**src/rtl/secded_pipe_corrector.sv**
```systemverilog
// secded_pipe_corrector
// Two-stage pipelined SEC-DED decoder for a Hamming code with an extra
// overall parity bit. The block has valid/ready streams on both sides, a
// per-word correction bypass and saturating SBE/DBE delivery counters.
//
// Code map: codeword positions 1..DATA_W+P. in_chk[i] (i<P) sits at position
// 2^i, data bits fill the non-power-of-two positions in ascending order
// (data[0] at position 3), and in_chk[P] is even parity over everything else.
//
// Ports:
//   clk, rst_n                 clock, synchronous active-low reset
//   in_valid/in_ready          input handshake
//   in_data, in_chk, corr_en   received word, check bits, correction enable
//   out_valid/out_ready        output handshake
//   out_data                   corrected data (raw data when corr_en=0)
//   out_sbe, out_dbe           correctable / uncorrectable error flags
//   out_syndrome               P-bit Hamming syndrome
//   cnt_clr                    synchronous clear of both counters
//   sbe_cnt, dbe_cnt           saturating counts of delivered SBE/DBE words
module secded_pipe_corrector #(
    parameter int unsigned DATA_W = 32,
    parameter int unsigned CNT_W  = 16,
    // Smallest P with 2^P >= DATA_W+P+1, valid for DATA_W in 4..247.
    localparam int unsigned P = (DATA_W <= 4)   ? 3 :
                                (DATA_W <= 11)  ? 4 :
                                (DATA_W <= 26)  ? 5 :
                                (DATA_W <= 57)  ? 6 :
                                (DATA_W <= 120) ? 7 : 8,
    localparam int unsigned CHK_W = P + 1
) (
    input  logic              clk,
    input  logic              rst_n,
    input  logic              in_valid,
    output logic              in_ready,
    input  logic [DATA_W-1:0] in_data,
    input  logic [CHK_W-1:0]  in_chk,
    input  logic              corr_en,
    output logic              out_valid,
    input  logic              out_ready,
    output logic [DATA_W-1:0] out_data,
    output logic              out_sbe,
    output logic              out_dbe,
    output logic [P-1:0]      out_syndrome,
    input  logic              cnt_clr,
    output logic [CNT_W-1:0]  sbe_cnt,
    output logic [CNT_W-1:0]  dbe_cnt
);

    // Highest codeword position, compared with one spare bit so that a
    // syndrome of 2^P-1 is still ordered correctly.
    localparam logic [P:0] LAST_POS = (P + 1)'(DATA_W + P);

    // Codeword position of data bit idx.
    function automatic int unsigned data_pos(input int unsigned idx);
        int unsigned pos;
        pos = 3;
        for (int unsigned j = 0; j <= idx; j++) begin
            while ((pos & (pos - 1)) == 0) pos++;
            if (j != idx) pos++;
        end
        return pos;
    endfunction

    // Data bits whose position has bit b set; they feed syndrome bit b.
    function automatic logic [DATA_W-1:0] syn_mask(input int unsigned b);
        logic [DATA_W-1:0] m;
        m = '0;
        for (int unsigned j = 0; j < DATA_W; j++)
            m[j] = ((data_pos(j) >> b) & 1) != 0;
        return m;
    endfunction

    logic              advance;
    logic              xfer;
    logic [P-1:0]      syn_in;
    logic              q_in;

    logic              s1_valid;
    logic [DATA_W-1:0] s1_data;
    logic [P-1:0]      s1_syn;
    logic              s1_q;
    logic              s1_corr;

    logic [DATA_W-1:0] fix_data;
    logic              beyond;
    logic              sbe_next;
    logic              dbe_next;

    assign advance  = !out_valid || out_ready;
    assign in_ready = advance;
    assign xfer     = out_valid && out_ready;

    // Syndrome: check bit i contributes position 2^i, data bits their mask.
    for (genvar b = 0; b < P; b++) begin : g_syn
        localparam logic [DATA_W-1:0] MASK = syn_mask(b);
        assign syn_in[b] = ^(in_data & MASK) ^ in_chk[b];
    end

    assign q_in = ^in_data ^ ^in_chk;

    // A syndrome matching a data position with odd parity flips that bit;
    // check-bit positions and out-of-range syndromes never match a data bit.
    for (genvar g = 0; g < DATA_W; g++) begin : g_fix
        localparam logic [P-1:0] POS = P'(data_pos(g));
        assign fix_data[g] = s1_data[g] ^ (s1_corr && s1_q && (s1_syn == POS));
    end

    assign beyond   = {1'b0, s1_syn} > LAST_POS;
    assign sbe_next = s1_q && !beyond;
    assign dbe_next = (s1_q && beyond) || (!s1_q && (s1_syn != '0));

    always_ff @(posedge clk) begin
        if (!rst_n) begin
            s1_valid     <= 1'b0;
            s1_data      <= '0;
            s1_syn       <= '0;
            s1_q         <= 1'b0;
            s1_corr      <= 1'b0;
            out_valid    <= 1'b0;
            out_data     <= '0;
            out_sbe      <= 1'b0;
            out_dbe      <= 1'b0;
            out_syndrome <= '0;
        end else if (advance) begin
            s1_valid     <= in_valid;
            s1_data      <= in_data;
            s1_syn       <= syn_in;
            s1_q         <= q_in;
            s1_corr      <= corr_en;
            out_valid    <= s1_valid;
            out_data     <= fix_data;
            out_sbe      <= s1_valid && sbe_next;
            out_dbe      <= s1_valid && dbe_next;
            out_syndrome <= s1_syn;
        end
    end

    // A clear coinciding with an erroneous transfer leaves that counter at 1.
    always_ff @(posedge clk) begin
        if (!rst_n) begin
            sbe_cnt <= '0;
            dbe_cnt <= '0;
        end else begin
            if (cnt_clr)
                sbe_cnt <= CNT_W'(xfer && out_sbe);
            else if (xfer && out_sbe && !(&sbe_cnt))
                sbe_cnt <= sbe_cnt + CNT_W'(1);

            if (cnt_clr)
                dbe_cnt <= CNT_W'(xfer && out_dbe);
            else if (xfer && out_dbe && !(&dbe_cnt))
                dbe_cnt <= dbe_cnt + CNT_W'(1);
        end
    end

endmodule

```
**config.mk**
```make
export PLATFORM = sky130hd
export DESIGN_NAME = secded_pipe_corrector
export DESIGN_NICKNAME = d
export VERILOG_FILES = /design/src/rtl/secded_pipe_corrector.sv
export SDC_FILE = /design/constraint.sdc
export NUM_CORES = 1
export LEC_CHECK = 0
export ABC_AREA = 1
export BUFFER_PORTS_ARGS = -buffer_cell sky130_fd_sc_hd__buf_2
export CAP_MARGIN = 20
export CELL_PAD_IN_SITES_DETAIL_PLACEMENT = 0
export CELL_PAD_IN_SITES_GLOBAL_PLACEMENT = 1
export CORE_ASPECT_RATIO = 2
export CORE_MARGIN = 2
export CORE_UTILIZATION = 43
export DETAILED_ROUTE_END_ITERATION = 8
export PLACE_DENSITY_LB_ADDON = 0.1
export SLEW_MARGIN = 20
export SYNTH_ARGS = -nofsm -noshare
export SYNTH_HDL_FRONTEND = slang
export SYNTH_SLANG_ARGS = --single-unit
```
**constraint.sdc**
```tcl
create_clock -name clk -period 4.9 [get_ports clk]
set_input_delay 0.735 -clock clk [delete_from_list [all_inputs] [get_ports clk]]
set_output_delay 0.735 -clock clk [all_outputs]
set_load 0.02 [all_outputs]
```
# == Word level (Yosys, flattened, before mapping) ==
# Index checks and enable logic that the tools add are counted.
# word_totals
register_bits,114
inputBits,45
output_inout_bits,74
word_cells,157
# op_classes
n_addsub,2
order_cmp,1
n_eq_ne,32
muxes,4
n_bitwise,40
reduce_logical,64
# op_table
operator,count
$reduce_xor A32 Y1,7
$eq A6 B5 Y1 const B,15
$logic_and A1 B1 Y1,43
$eq A6 B4 Y1 const B,7
$xor A1 B1 Y1,39
$eq A6 B6 Y1 const B,6
$add A16 B1 Y16 const B,2
$reduce_and A16 Y1,2
$eq A6 B3 Y1 const B,3
$reduce_xor A7 Y1,1
$eq A6 B2 Y1 const B,1
$gt A6 B6 Y1 const B,1
$reduce_bool A6 Y1,1
$logic_not A1 Y1,5
$mux W1,4
$reduce_bool A2 Y1,2
$logic_or A1 B1 Y1,2
$reduce_or A2 Y1,1
$not A1 Y1,1

# == Logic depth before layout (Yosys ltp) ==
# Gate-level depths: netlist of run 1.
# logic_depth
word_depth,5
mapped_depth,16

# == Worst setup path before layout of run 1 ==
# OpenSTA, ideal clock, no wires.
# synth_path
path_kind,in2out
start,input out_ready
end,output in_ready
arrival_time_ns,1.450
path_slack_ns,2.715
cell_stages,4
n_path_buf,2
path_cell_list,nor2_1 -> inv_2 -> clkbuf_8 -> clkbuf_1
# synth_between
elab_chain_len,1
# synth_rtl
element,line_no,rtl
from (decl),39,"input logic out_ready,"
$logic_or A1 B1 Y1,89,assign advance = !out_valid || out_ready;
to (decl),34,"output logic in_ready,"
# No other way between the ends.

# == Worst setup path in the final report of run 1 ==
# Ends and elaborated chain as after synthesis.

==> flow_summary.json, run 1 <==
{
  "status": "finished clean",
  "setup.worst_path.start_class": "input pin",
  "io_buffers": 118,
  "fillers": 1530,
  "endpoint_kind": "primary output",
  "ant_nets": 0,
  "rsz0062_at_grt": "false",
  "fin_skew_ps": 13.0,
  "drtIter0Drc": 300,
  "fin_nets": 1096,
  "yosys.area.top_type": "dfxtp_1",
  "finalHoldViolCount": 0,
  "finalSetupViolations": 0,
  "synth_warnings": 0,
  "areaGrowthSynthToFinish_pct": 21.1,
  "synthFlopType": "dfxtp_1",
  "ys_seq_elements": 114,
  "cpMostUsedCell": "buf_2",
  "dr_total_vias": 6068,
  "max_freq_ghz": 0.348,
  "cts_resized": 0,
  "power.total_mw": 2.80,
  "die_area_um2": 15800,
  "crit_type": "input pin to primary output",
  "die_y_um": 176,
  "cts_tree": "yes",
  "core_um2": 14400,
  "grt_pass1_vias": 5824,
  "layout_commonest_cell": "nand2_1",
  "diodes": 0,
  "yosysSeqAreaShare_pct": 36.0,
  "grt_first_pass_wirelength_um": 28700,
  "synth_top_area_share_pct": 36.0,
  "cpPeakStageDelay_ps": 450,
  "wire_per_inst_um": 14.5,
  "preCtsSetupSlack_ps": 2030,
  "clkTransAtPathRegs_ps": 50,
  "ir_drop_uv": 154,
  "critPathArrivalTime_ps": 2140,
  "ios": 119,
  "dp_hpwl_um": 14300,
  "critPathSlowestCell": "inv_2",
  "pwr_density_cell_nw_per_um2": 364,
  "yosysUniqueCellTypes": 36,
  "drc": 0,
  "timing.hold.ws_ps": 469,
  "maxSlewViolCount": 0,
  "postSynth.asyncResetShare_pct": 0,
  "syn-cell-area_um2": 6340,
  "final_cells": 1254,
  "fin_setup_tns_ps": 0,
  "clk_latency_ps": 410,
  "path_cells": "buf_2 -> nor2_4 -> buf_4 -> inv_2 -> buf_2",
  "worstPathRequired_ps": 4160,
  "mostFrequentLayoutCells": "226 x nand2_1, 129 x inv_1, 118 x buf_2, 114 x dfxtp_1, 93 x o21ai_0",
  "cts_buffers": 17,
  "fp.dieW_um": 89.8,
  "leakagePower_nw": 3.70,
  "worst_slew_pin_slew_ps": 781,
  "rows": 62,
  "synthTopCellsByArea": "dfxtp_1 36%, nand2_1 13%, inv_1 7.6%, xor2_1 7.6%, o21ai_0 7.3%",
  "dp.cells": 1222,
  "synthCells": 937,
  "cts.root.buffer_cell": "clkbuf_16",
  "max_cap_violations": 0,
  "fin_crit_ps": 2880,
  "start_util_pct": 44.2,
  "clock_sinks": 114,
  "synth_fp_nets": 984,
  "drive_above_1_share_pct": 17.6,
  "syn_avg_cell_area_um2": 6.76,
  "synth-edff-count": 0,
  "postCtsHoldBufs": 0,
  "post_cts_buffers": 0,
  "via_per_inst": 4.84,
  "finalWorstSetupSlack_ps": 2020,
  "gr-total-overflow": 0,
  "antenna_found_initial": 0,
  "grt_usage_pct": 23.3,
  "fin_crit_sh_pct": 58.7,
  "slew_headroom_pct": 47.8,
  "cp_max_fo": 50,
  "clk_path_buf_depth": 2,
  "place_congestion": 0.947,
  "htreeDepth": 4,
  "wirelength_um": 18200,
  "hold_path_class": "register to register",
  "dr.pass1.iters": 4,
  "grt_start_max_net_pins": 81
}
[critical path: cells and delay by family]
family                 cells  cell delay (ps)
AND/OR/NAND/NOR            1               90
buffers and inverters      4             1300
[metal layers]
metal  wire (µm)  vias to the layer above  share of wire (%)  track usage (%)
li1            -                     3196                  -                -
met1        6570                     2761                 36             22.2
met2       10700                       93                 59             47.6
met3         454                       18                2.5             3.86
met4         463                        0                2.5             10.3
met5           0                        -                  0                0
[logic make-up (layout without fill, tap and decap cells)]
group,after synthesis,after routing,share of synthesized area (%)
buffers and inverters,169,294,10.4
AO/OA/AOI/OAI,206,206,17.5
AND/OR/NAND/NOR,363,363,24.0
XOR/XNOR,83,83,11.7
adder cells (fa/ha/maj),2,2,0.395
flip-flops,114,114,36.0
[state kept, by name, indices dropped and copies added (netlist names)]
name	flops
out_data	32
s1_data	32
dbe_cnt	16
sbe_cnt	16
out_syndrome	6
s1_syn	6
out_dbe	1
out_sbe	1
out_valid	1
s1_corr	1
s1_q	1
s1_valid	1
[area by class of cell]
class                           instances  area (µm²)  share of cell area (%)
Sequential cell                       114        2280                    29.7
Clock buffer                           21         460                    6.00
Inverter                              139         522                    6.80
Timing Repair Buffer                  123         628                    8.19
Clock inverter                         11         135                    1.76
Tap cell                              192         240                    3.13
Multi-Input combinational cell        654        3400                    44.4
[synthesized netlist by cell type (3+ instances only)]
master    number
a211oi_1       3
a21oi_1       82
a31oi_1        3
buf_2          3
clkbuf_1      25
dfxtp_1      114
inv_1        129
inv_2          9
nand2_1      226
nand2_2       12
nand3_1       27
nand4_1        6
nor2_1        61
nor2_2         4
nor3_1        12
nor3_2         3
nor3b_1        3
nor4_1         4
o21a_1         3
o21ai_0       93
o21bai_1      12
o221ai_1       4
xnor2_1       26
xor2_1        55
[path summary, 6_finish.rpt]
kind | start | endpoint | slack [ps] | depth (start not counted)
max | out_ready | in_ready | 2020 | 5
min | s1_data[28]$_SDFFE_PN0P_ | s1_data[28]$_SDFFE_PN0P_ | 470 | 2
max reg2reg | out_valid$_SDFFE_PN0P_ | s1_data[5]$_SDFFE_PN0P_ | 2490 | 7
min reg2reg | s1_data[28]$_SDFFE_PN0P_ | s1_data[28]$_SDFFE_PN0P_ | 470 | 2
[report_power, final]
part           internal [mW]  switching [mW]  total (mW)
Combinational          0.177           0.335       0.512
Clock                  0.820           0.424        1.24
Sequential             0.990          0.0499        1.04
[metrics by stage]
step | cell area (µm²) | utilization [%]
after CTS | 7670 | 53.5
after global placement | 7080 | 49.3
final | 7670 | 53.5
after global routing | 7670 | 53.5
after detailed placement | 7080 | 49.3
after floorplan | 6340 | -
Note: power is estimated with default switching activity, not from simulation.
==> inputs of run 2 (changes only) <==
- CORE_UTILIZATION: 43 -> 36
- clock period: 4.9 -> 2.32 ns (I/O delays scaled with it)
==> flow_summary.json, run 2 (synthesis results as in run 1) <==
{
  "ant_nets": 0,
  "grt_first_pass_wirelength_um": 30000,
  "slew_headroom_pct": 52.9,
  "core_um2": 17300,
  "cp_max_fo": 11,
  "cts.root.buffer_cell": "clkbuf_16",
  "drc": 0,
  "critPathArrivalTime_ps": 2210,
  "fin_crit_ps": 1930,
  "post_cts_buffers": 0,
  "pwr_density_cell_nw_per_um2": 741,
  "ios": 119,
  "leakagePower_nw": 3.68,
  "clock_sinks": 114,
  "biggestRegsByFlops": "out_data x32, s1_data x32",
  "fp.dieW_um": 97.8,
  "routed.top_layer": "met4",
  "drtIter0Drc": 257,
  "layout_commonest_cell": "nand2_1",
  "maxSlewViolCount": 0,
  "grt_start_max_net_pins": 80,
  "clk_latency_ps": 410,
  "die_area_um2": 18700,
  "antenna_found_initial": 0,
  "io_buffers": 118,
  "gr-total-overflow": 0,
  "worstPathRequired_ps": 2600,
  "worst_slew_pin_slew_ps": 706,
  "dp_hpwl_um": 15500,
  "max_freq_ghz": 0.517,
  "stdcell_area_um2": 7660,
  "preCtsSetupSlack_ps": 329,
  "postCtsHoldBufs": 0,
  "postPlaceCellArea_um2": 7130,
  "place_congestion": 0.885,
  "finalSetupViolations": 0,
  "diodes": 0,
  "fillers": 1925,
  "cpPeakStageDelay_ps": 410,
  "clk_path_buf_depth": 2,
  "endpoint_kind": "register",
  "status": "finished clean",
  "hold_path_class": "input pin to register",
  "rsz0062_at_grt": "false",
  "drive_above_1_share_pct": 17.7,
  "wirelength_um": 19500,
  "dr_wl_met2_um": 11300,
  "finalHoldViolCount": 0,
  "via_per_inst": 4.76,
  "cpMostUsedCell": "nand3_1",
  "dr_total_vias": 6062,
  "rows": 68,
  "wire_per_inst_um": 15.3,
  "cts_buffers": 17,
  "wirelength_met1_um": 6770,
  "crit_type": "register to register",
  "ir_drop_uv": 448,
  "max_cap_violations": 0,
  "grt_usage_pct": 21.0,
  "mostFrequentLayoutCells": "226 x nand2_1, 129 x inv_1, 118 x buf_2, 114 x dfxtp_1, 93 x o21ai_0",
  "start_util_pct": 36.7,
  "path_cells": "ha_1 -> nand3_1 -> nor2_1 -> nand3_1 -> nand2_1 -> inv_2 -> nand4_1 -> o21ai_0 -> nor3b_1",
  "die_y_um": 192,
  "finalWorstSetupSlack_ps": 387,
  "clkTransAtPathRegs_ps": 60,
  "fin_nets": 1098,
  "cts_tree": "yes",
  "fin_skew_ps": 8.78,
  "fin_crit_sh_pct": 83.3,
  "grt_pass1_vias": 5886,
  "htreeDepth": 4,
  "critPathSlowestCell": "dfxtp_1",
  "wl_met3_um": 586,
  "cts_resized": 0,
  "fin_setup_tns_ps": 0,
  "areaGrowthSynthToFinish_pct": 20.9,
  "dr.pass1.iters": 5,
  "setup.worst_path.start_class": "register",
  "timing.hold.ws_ps": 191
}
-- run 2: cell types whose count changed in the layout (fill, tap and decap cells not counted) --
cell	before	now
bufinv_16	3	1
clkinvlp_4	2	4
buf_12	0	1
buf_4	5	6
clkbuf_8	2	1
-- run 2: path summary, 6_finish.rpt --
check	from	end	slack, ps	cells past startpoint
hold reg to reg	s1_data[16]$_SDFFE_PN0P_	s1_data[16]$_SDFFE_PN0P_	470	2
setup / recovery	dbe_cnt[0]$_SDFFE_PN0P_	dbe_cnt[13]$_SDFFE_PP0P_	390	9
setup reg to reg	dbe_cnt[0]$_SDFFE_PN0P_	dbe_cnt[13]$_SDFFE_PP0P_	390	9
hold / removal	cnt_clr	sbe_cnt[0]$_SDFFE_PN0P_	190	2
-- run 2: critical path: cells and delay by family, from the launching register on --
family,cells,cell delay [ps]
DFF,1,410
AOI/OAI and AO/OA,1,90
adders and majority gates,1,230
and+or+nand+nor,6,960
buffers and inverters,1,110
-- run 2: report_power, final --
part	switching (mW)	internal [mW]	total, mW
clock network	0.911	1.48	2.39
logic	0.723	0.377	1.10
registers	0.0988	2.09	2.19
total	1.73	3.95	5.68
-- run 2: layer usage --
layer  up-vias  global-route usage (%)
met5         -                       0
met4         0                    11.3
met3        32                    3.82
met2       119                    42.6
met1      2717                    19.0
li1       3194                       -
-- run 2: area by class of cell --
class,count,area (µm²),share of cell area (%)
Tap cell,210,263,3.43
Inverter,139,522,6.81
Sequential cell,114,2280,29.8
Clock buffer,20,447,5.83
Timing Repair Buffer,125,656,8.56
Multi-Input combinational cell,654,3400,44.4
Clock inverter,11,90.1,1.18
-- run 2: through the flow --
| stage | power, mW | std cells | utilization (%) |
|---|---|---|---|
| floorplan | 2.97 | 937 | - |
| global placement | 3.34 | 1242 | 41.3 |
| detailed placement | 3.34 | 1242 | 41.3 |
| CTS | 5.76 | 1273 | 44.4 |
| global route | 5.97 | 1273 | 44.4 |
| finish | 5.68 | 1273 | 44.4 |
